===== src/rtl/dnn_pkg.sv =====
// Shared types and sizing for the time-multiplexed 4-4-2 DNN sequencer.
// Optional feature macro: DNN_SEQ_PERF_EN (performance counters on the top level).
package dnn_pkg;

  localparam int unsigned N_IN  = 4;
  localparam int unsigned N_HID = 4;
  localparam int unsigned N_OUT = 2;

  function automatic int unsigned max2(input int unsigned a, input int unsigned b);
    return (a > b) ? a : b;
  endfunction

  // Index width that never collapses to zero bits
  function automatic int unsigned idx_w(input int unsigned n);
    return (n <= 1) ? 1 : $clog2(n);
  endfunction

  localparam int unsigned NEU_W = idx_w(max2(N_HID, N_OUT));
  localparam int unsigned SRC_W = idx_w(max2(N_IN, N_HID));
  localparam int unsigned HID_W = idx_w(N_HID);
  localparam int unsigned OUT_W = idx_w(N_OUT);

  typedef enum logic [2:0] {
    S_IDLE,
    S_L1,
    S_DRAIN1,
    S_L2,
    S_DRAIN2
  } seq_state_t;

  // Writeback tag: layer 0 targets a hidden register, layer 1 an output register
  typedef struct packed {
    logic             layer;
    logic [NEU_W-1:0] neuron;
  } wb_tag_t;

endpackage


===== src/rtl/dnn_wb_pipe.sv =====
// Writeback tag delay line: a tag pushed with the last-source MAC issue of a neuron
// emerges exactly DEPTH cycles later, aligned with the accumulator result.
module dnn_wb_pipe
  import dnn_pkg::*;
#(
  parameter int unsigned DEPTH = 1
) (
  input  logic    clk,
  input  logic    clr,
  input  logic    in_valid,
  input  wb_tag_t in_tag,
  output logic    out_valid,
  output wb_tag_t out_tag
);

  logic [DEPTH-1:0] r_vld;
  wb_tag_t          r_tag [DEPTH];

  // Shift valid/tag one stage per cycle; clear drops every in-flight tag
  always_ff @(posedge clk) begin
    if (clr) begin
      r_vld <= '0;
      for (int unsigned i = 0; i < DEPTH; i++) begin
        r_tag[i] <= '0;
      end
    end else begin
      r_vld[0] <= in_valid;
      r_tag[0] <= in_tag;
      for (int unsigned i = 1; i < DEPTH; i++) begin
        r_vld[i] <= r_vld[i-1];
        r_tag[i] <= r_tag[i-1];
      end
    end
  end

  assign out_valid = r_vld[DEPTH-1];
  assign out_tag   = r_tag[DEPTH-1];

endmodule


===== src/rtl/dnn_mac_sequencer.sv =====
// Control sequencer for the shared-MAC 4-4-2 DNN: accepts a sample, issues the
// layer-1 and layer-2 MAC streams, strobes hidden/output writebacks and holds
// the out0/out1 ready levels. Optional macro DNN_SEQ_PERF_EN adds perf_cycles
// and perf_drops counters.
module dnn_mac_sequencer
  import dnn_pkg::*;
#(
  parameter int unsigned MAC_LAT = 1
) (
  input  logic             clk,
  input  logic             rst,
  input  logic             in_ready,
  output logic             x_load,
  output logic             busy,
  output logic             mac_en,
  output logic             mac_clr,
  output logic             mac_layer,
  output logic [NEU_W-1:0] mac_neuron,
  output logic [SRC_W-1:0] mac_src,
  output logic             hid_we,
  output logic [HID_W-1:0] hid_idx,
  output logic             out_we,
  output logic [OUT_W-1:0] out_idx,
  output logic             out0_ready,
  output logic             out1_ready
`ifdef DNN_SEQ_PERF_EN
  ,
  output logic [15:0]      perf_cycles,
  output logic [15:0]      perf_drops
`endif
);

  localparam int unsigned DRN_W = (MAC_LAT > 1) ? $clog2(MAC_LAT) : 1;

  seq_state_t       r_state, w_state_nxt;
  logic [SRC_W-1:0] r_src, w_src_nxt;
  logic [NEU_W-1:0] r_neu, w_neu_nxt;
  logic [DRN_W-1:0] r_drn, w_drn_nxt;
  logic             r_out0_rdy, r_out1_rdy;
  logic             w_accept;
  logic             w_push;
  wb_tag_t          w_push_tag;
  logic             w_wb_vld;
  wb_tag_t          w_wb_tag;

  // State and loop counters
  always_ff @(posedge clk) begin
    if (rst) begin
      r_state <= S_IDLE;
      r_src   <= '0;
      r_neu   <= '0;
      r_drn   <= '0;
    end else begin
      r_state <= w_state_nxt;
      r_src   <= w_src_nxt;
      r_neu   <= w_neu_nxt;
      r_drn   <= w_drn_nxt;
    end
  end

  // Next state, counter advance and MAC issue controls
  always_comb begin
    w_state_nxt       = r_state;
    w_src_nxt         = r_src;
    w_neu_nxt         = r_neu;
    w_drn_nxt         = r_drn;
    w_accept          = 1'b0;
    w_push            = 1'b0;
    w_push_tag        = '0;
    x_load            = 1'b0;
    busy              = 1'b1;
    mac_en            = 1'b0;
    mac_clr           = 1'b0;
    mac_layer         = 1'b0;
    mac_neuron        = '0;
    mac_src           = '0;
    case (r_state)
      S_IDLE: begin
        busy     = 1'b0;
        x_load   = in_ready;
        w_accept = in_ready;
        if (in_ready) w_state_nxt = S_L1;
      end
      S_L1: begin
        mac_en     = 1'b1;
        mac_layer  = 1'b0;
        mac_neuron = r_neu;
        mac_src    = r_src;
        mac_clr    = (r_src == '0);
        if (r_src == SRC_W'(N_IN - 1)) begin
          w_push            = 1'b1;
          w_push_tag.layer  = 1'b0;
          w_push_tag.neuron = r_neu;
          w_src_nxt         = '0;
          if (r_neu == NEU_W'(N_HID - 1)) begin
            w_neu_nxt   = '0;
            w_state_nxt = S_DRAIN1;
          end else begin
            w_neu_nxt = r_neu + 1'b1;
          end
        end else begin
          w_src_nxt = r_src + 1'b1;
        end
      end
      S_DRAIN1: begin
        if (r_drn == DRN_W'(MAC_LAT - 1)) begin
          w_drn_nxt   = '0;
          w_state_nxt = S_L2;
        end else begin
          w_drn_nxt = r_drn + 1'b1;
        end
      end
      S_L2: begin
        mac_en     = 1'b1;
        mac_layer  = 1'b1;
        mac_neuron = r_neu;
        mac_src    = r_src;
        mac_clr    = (r_src == '0);
        if (r_src == SRC_W'(N_HID - 1)) begin
          w_push            = 1'b1;
          w_push_tag.layer  = 1'b1;
          w_push_tag.neuron = r_neu;
          w_src_nxt         = '0;
          if (r_neu == NEU_W'(N_OUT - 1)) begin
            w_neu_nxt   = '0;
            w_state_nxt = S_DRAIN2;
          end else begin
            w_neu_nxt = r_neu + 1'b1;
          end
        end else begin
          w_src_nxt = r_src + 1'b1;
        end
      end
      S_DRAIN2: begin
        if (r_drn == DRN_W'(MAC_LAT - 1)) begin
          w_drn_nxt   = '0;
          w_state_nxt = S_IDLE;
        end else begin
          w_drn_nxt = r_drn + 1'b1;
        end
      end
      default: w_state_nxt = S_IDLE;
    endcase
  end

  dnn_wb_pipe #(
    .DEPTH (MAC_LAT)
  ) u_wb_pipe (
    .clk       (clk),
    .clr       (rst),
    .in_valid  (w_push),
    .in_tag    (w_push_tag),
    .out_valid (w_wb_vld),
    .out_tag   (w_wb_tag)
  );

  // Decode the emerging tag into hidden/output write strobes; indices idle at 0
  always_comb begin
    hid_we  = w_wb_vld && !w_wb_tag.layer;
    out_we  = w_wb_vld &&  w_wb_tag.layer;
    hid_idx = hid_we ? w_wb_tag.neuron[HID_W-1:0] : '0;
    out_idx = out_we ? w_wb_tag.neuron[OUT_W-1:0] : '0;
  end

  // Ready levels: set after the output write, cleared at the end of the next accept
  always_ff @(posedge clk) begin
    if (rst) begin
      r_out0_rdy <= 1'b0;
      r_out1_rdy <= 1'b0;
    end else begin
      if (w_accept) begin
        r_out0_rdy <= 1'b0;
        r_out1_rdy <= 1'b0;
      end
      if (out_we && out_idx == OUT_W'(0)) r_out0_rdy <= 1'b1;
      if (out_we && out_idx == OUT_W'(1)) r_out1_rdy <= 1'b1;
    end
  end

  assign out0_ready = r_out0_rdy;
  assign out1_ready = r_out1_rdy;

`ifdef DNN_SEQ_PERF_EN
  logic [15:0] r_perf_run, r_perf_cycles, r_perf_drops;

  // Cycle count from accept to the final output write, plus saturating drop count
  always_ff @(posedge clk) begin
    if (rst) begin
      r_perf_run    <= '0;
      r_perf_cycles <= '0;
      r_perf_drops  <= '0;
    end else begin
      if (w_accept) begin
        r_perf_run <= 16'd1;
      end else if (r_state != S_IDLE && r_perf_run != '1) begin
        r_perf_run <= r_perf_run + 1'b1;
      end
      if (out_we && out_idx == OUT_W'(N_OUT - 1)) begin
        r_perf_cycles <= r_perf_run + 1'b1;
      end
      if (in_ready && r_state != S_IDLE && r_perf_drops != '1) begin
        r_perf_drops <= r_perf_drops + 1'b1;
      end
    end
  end

  assign perf_cycles = r_perf_cycles;
  assign perf_drops  = r_perf_drops;
`endif

endmodule

===== config.mk =====
export PLATFORM = sky130hd
export DESIGN_NAME = dnn_mac_sequencer
export DESIGN_NICKNAME = d
export VERILOG_FILES = /design/src/rtl/dnn_pkg.sv /design/src/rtl/dnn_wb_pipe.sv /design/src/rtl/dnn_mac_sequencer.sv
export SDC_FILE = /design/constraint.sdc
export NUM_CORES = 1
export LEC_CHECK = 0
export ABC_AREA = 1
export CELL_PAD_IN_SITES_DETAIL_PLACEMENT = 0
export CELL_PAD_IN_SITES_GLOBAL_PLACEMENT = 1
export CORE_AREA = 2 2 46 56
export DETAILED_ROUTE_END_ITERATION = 12
export DIE_AREA = 0 0 48 58
export PLACE_DENSITY = 0.79
export SLEW_MARGIN = 20
export SYNTH_ARGS = -nofsm -noshare
export SYNTH_HDL_FRONTEND = slang
export SYNTH_SLANG_ARGS = --single-unit

===== constraint.sdc =====
create_clock -name clk -period 1.6 [get_ports clk]
set_clock_uncertainty 0.05 [all_clocks]
set_input_delay 0.4 -clock clk [delete_from_list [all_inputs] [get_ports clk]]
set_output_delay 0.4 -clock clk [all_outputs]
set_load 0.02 [all_outputs]

# Word level (Yosys, flattened, before mapping)
# Memories as Yosys holds them, arrays and structs flattened.
# Index checks and enable logic that the tools add are counted.
# word_totals
register_bits,11
memories,1
ram_bits,3
word_cells,79
output_inout_bits,16
inputBits,3
# classes
add_sub_neg,3
bitwise_logic,2
reduce_logical,16
n_mux,36
n_eq_ne,14
# memory_table
memory,depth,width,rd,rd_clocked_by_memory_dff,write_ports,line,rtl
u_wb_pipe.r_tag,1,3,1,0,1,dnn_wb_pipe.sv:17,wb_tag_t r_tag [DEPTH];
# ops
cell,count
$mux 3,9
$mux 2,9
$mux 1,15
$pmux 3 s5,1
$ne 2x2->1 const B,7
$reduce_and 7->1,1
$eq 3x2->1 const B,2
$pmux 3 s2,1
$reduce_bool 2->1,3
$reduce_or 2->1,3
$add 2x1->2 const B,2
$eq 2x2->1 const B,2
$logic_and 1x1->1,4
$pmux 2 s2,1
$eq 3x1->1 const B,1
$eq 3x3->1 const B,1
$logic_not 3->1,1
$reduce_and 3->1,1
$reduce_or 3->1,1
$eq 2x1->1 const B,1
$logic_not 2->1,1
$not 1->1,2
$add 1x1->1 const B,1
$logic_not 1->1,1

# Longest topological paths before layout
# An unclocked memory read counts as a cell.
# logic_depth
word_depth,6
ltp_mapped,7
mapped_depth_nobuf,7

# Cells and area by module
# From an unflattened synthesis, not the netlist that was laid out.
# unflattened
cells_unflattened,106
area_unflattened_um2,747.0
# modules_own_cells
module,area_per_inst_um2,cells_each,seq_area_each_um2,n_inst
dnn_mac_sequencer,636.9,94,180.2,1
dnn_wb_pipe,110.1,12,80.1,1

# Least setup slack after synthesis
# OpenSTA, ideal clock, no wires.
# synth_path
path_kind,register -> output
startpoint,reg r_state[0]
endpoint,out mac_clr
stages_incl_launch_ff,5
arrival_time_ns,1.063
required_time_ns,1.150
n_path_buf,0
path_slack_ns,0.087
path_cell_list,dfxtp_1 -> inv_2 -> nor2_4 -> inv_2 -> nor2_1
# synth_between
elab_chain_len,3
elab_cells_between_ends,4
classes_between,2 x eq/ne; 1 x mux; 1 x reduce/logical
# synth_rtl
item,line,rtl
from (decl),dnn_mac_sequencer.sv:35,"seq_state_t r_state, w_state_nxt;"
from (signal assigned),dnn_mac_sequencer.sv:54,r_state <= w_state_nxt;
$eq 3x2->1 / $eq 3x1->1 (equally long branches),dnn_mac_sequencer.sv:77,case (r_state)
$reduce_or 2->1 (no line) (*),-,
$mux 1 (*),-,
to (decl),dnn_mac_sequencer.sv:16,"output logic mac_clr,"
# Every way passes the cells marked *; elsewhere a longest branch is shown, timed or not.

# Final worst setup path
# layout_path
startpoint,reg r_state[0]
endpoint,out mac_src[0]
# layout_between
elab_chain_len,3
elab_cells_between_ends,4
classes_between,2 x eq/ne; 1 x mux; 1 x reduce/logical
# layout_rtl
item,line,rtl
$eq 3x2->1 / $eq 3x1->1 (equally long branches),dnn_mac_sequencer.sv:77,
$reduce_or 2->1 (no line) (*),-,
$mux 2 (*),dnn_mac_sequencer.sv:77,
to (decl),dnn_mac_sequencer.sv:19,"output logic [SRC_W-1:0] mac_src,"
# Marks and branches as above.

==> flow_metrics.tcl <==
set metrics [dict create \
    drc 0 \
    first_pass_iters 3 \
    cts_tree "built" \
    synth-seq-cells 13 \
    peakVddDrop_mv 0.6632 \
    clockRootBuffer "clkbuf_4" \
    wl_mm 1.576 \
    avgRoutedWirePerCell_um 9.728 \
    vias_per_cell 4.383 \
    finalHoldViolations 0 \
    place_congestion 0.7183 \
    synth.most_common_cell "inv_1" \
    overflow 0 \
    track_usage 0.1336 \
    ant_nets 0 \
    critPathTopFamily "flip-flops" \
    cpMaxStageDelayCell "dfxtp_4" \
    synth_edf_count 0 \
    worst_slack_ns 0.04179 \
    dieWidth_um 48 \
    drtIter0Drc 7 \
    start_util 0.2947 \
    grt_pass1_wl_mm 2.656 \
    synth_seq_area_share 0.3910 \
    relSlewSlack 0.8526 \
    cts-hold-fix-buffers 0 \
    crit_chain "inv_2 > nor2_4 > inv_4 > nor2_2 > buf_6" \
    antennaDiodeCount 0 \
    ys.flop_type "dfxtp_1" \
    ys_async_sr_fraction 0 \
    required_ns 1.15 \
    portBuffers 18 \
    synth_area_um2 665.6 \
    htreeDepth 1 \
    whs_ns 0.4036 \
    power.leakage_nw 0.5175 \
    reg2reg_to "r_state[1]" \
    crit_type "register to primary output" \
    postCtsSetupBuffers 0 \
    crit_fanout 6 \
    die_y_um 58 \
    ys_types 19 \
    syn-num-nets 100 \
    layout-drive-gt1-share 0.3893 \
    ff2ff_path_depth 7 \
    crit_path_end_kind "primary output" \
    rr_startpoint "r_src[0]" \
    setup_viol 0 \
    cap_violations 0 \
    dp_cells 158 \
    fin_tns_setup_ns 0 \
    cp_num_buf_inv 3 \
    hp-class "register to register" \
    die_area_um2 2784 \
    numClockSinks 13 \
    clk_latency_ns 0.28 \
    antenna_found_initial 0 \
    slew_violations 0 \
    area_growth_pct 52.44 \
    rows 19 \
    status "completed" \
    ios 19 \
    yosysTopAreaCell "dfxtp_1" \
    synth_top_area_frac 0.3910 \
    netlist_instances 92 \
    ys_warn_count 0 \
    nets 140 \
    fin_cells 162 \
    tightest_slew_ns 0.2204 \
    core_area_um2 2258 \
    grt_max_degree 8 \
    synth_area_leaders "dfxtp_1 39%, ha_1 9.4%, inv_1 8.5%" \
    rsz0062_at_grt "yes" \
    finalWorstPathRequiredPeriod_ns 1.558 \
    grt_pass1_vias 675 \
    clock_path_buffers 2 \
    cts_buffers 3 \
    period_share 0.9739 \
    worstHoldEndpoint "out0_ready" \
    holdPathStages 2 \
    start_kind "register" \
    r2r_setup_slack_ns 0.33 \
    hpwl_mm 1.271 \
    vias 710 \
    clkTransAtPathRegs_ns 0.08 \
    cpPeakStageDelay_ns 0.37 \
    clock.fmax_mhz 641.8 \
    yosys-top-cells-count "15 x inv_1, 13 x dfxtp_1, 13 x nand2_1, 13 x nor2_1, 6 x a21oi_1" \
    pwr_density_cell_nw_per_um2 1147 \
    place_ws_ns -0.4847 \
    fin_util 0.4493 \
    worstPathArrival_ns 1.11 \
    hp-start "out0_ready" \
    postSynthAreaPerCell_um2 7.235 \
]
==> cells by family after synthesis <==
| kind of cell | Yosys count | share of synthesized area |
|---|---|---|
| flip-flops | 13 | 0.3910 |
| AO/OA/AOI/OAI | 13 | 0.1034 |
| adder cells (fa/ha/maj) | 5 | 0.09398 |
| AND/OR/NAND/NOR | 42 | 0.3045 |
| buffers and inverters | 19 | 0.1071 |
==> registers in the layout, summed over array words and instances (netlist names) <==
| signal | cells |
|---|---|
| r_state | 3 |
| u_wb_pipe.r_tag | 3 |
| r_neu | 2 |
| r_src | 2 |
| out0_ready | 1 |
| out1_ready | 1 |
| u_wb_pipe.out_valid | 1 |
==> power breakdown <==
group	total (W)	internal (W)	switching (W)
registers	0.000395	0.000366	0.0000290
logic	0.000564	0.000256	0.000308
clock network	0.000205	0.0000969	0.000108
==> cells in the final DEF (no fill, tap or decap), drive strengths merged <==
cell type,instances
buf,29
inv,18
nor2,16
nand2,14
dfxtp,13
o21ai,7
a21oi,6
clkbuf,6
nor3,5
ha,5
nand3,5
dlygate4sd2,3
nor3b,1
nand3b,1
clkdlybuf4s50,1
clkdlybuf4s15,1
==> area by class of cell <==
type                       instances  area, um2
fill                             239       1244
multi-input combinational         60      344.1
sequential                        13      267.8
timing repair buffer              36      267.8
inverter                          18      70.07
tap                               31      38.79
clock buffer                       4      26.28
==> repair_timing <==
action,CTS,global route
gates resized for setup,54,21
hold endpoints to repair,0,0
pin swaps,1,0
setup endpoints to repair,16,12
==> worst reg2reg max path, stage by stage (launching register included) <==
cell and delay, ns:
dfxtp_2 0.34, buf_4 0.11, ha_1 0.23, inv_1 0.06
o21ai_1 0.15, nand3_1 0.11, nor2_1 0.10, nor2_1 0.04
==> how the worst max path moves through the flow <==
| stage | slack [ns] | start | endpoint | cells after the start |
|---|---|---|---|---|
| final | 0.04 | r_state[0] | mac_src[0] | 5 |
| after global routing | -0.03 | r_state[0] | mac_src[0] | 5 |
| after CTS | 0.004 | u_wb_pipe.r_tag[0][2] | out_idx | 3 |
| after detailed placement | -0.48 | in_ready | x_load | 4 |
| after global placement | -0.47 | in_ready | x_load | 4 |
| after floorplan | 0.09 | r_state[0] | mac_clr | 4 |
==> per-stage QoR <==
stage | area [um2] | power (W)
after detailed placement | 1016 | 0.0009737
after floorplan | 665.6 | 0.0006902
after global routing | 1015 | 0.001257
after CTS | 1010 | 0.001153
final | 1015 | 0.001164
after global placement | 1016 | 0.0009624
==> metal layers <==
layer	GRT usage	part of all wire	vias up	wire length, um
li1	-	-	364	-
met1	0.1541	0.45	319	717
met2	0.2152	0.47	21	747
met3	0.02804	0.042	6	66
met4	0.08108	0.028	0	44
met5	0	0	-	0
Note: power is estimated with default switching activity, not from simulation.
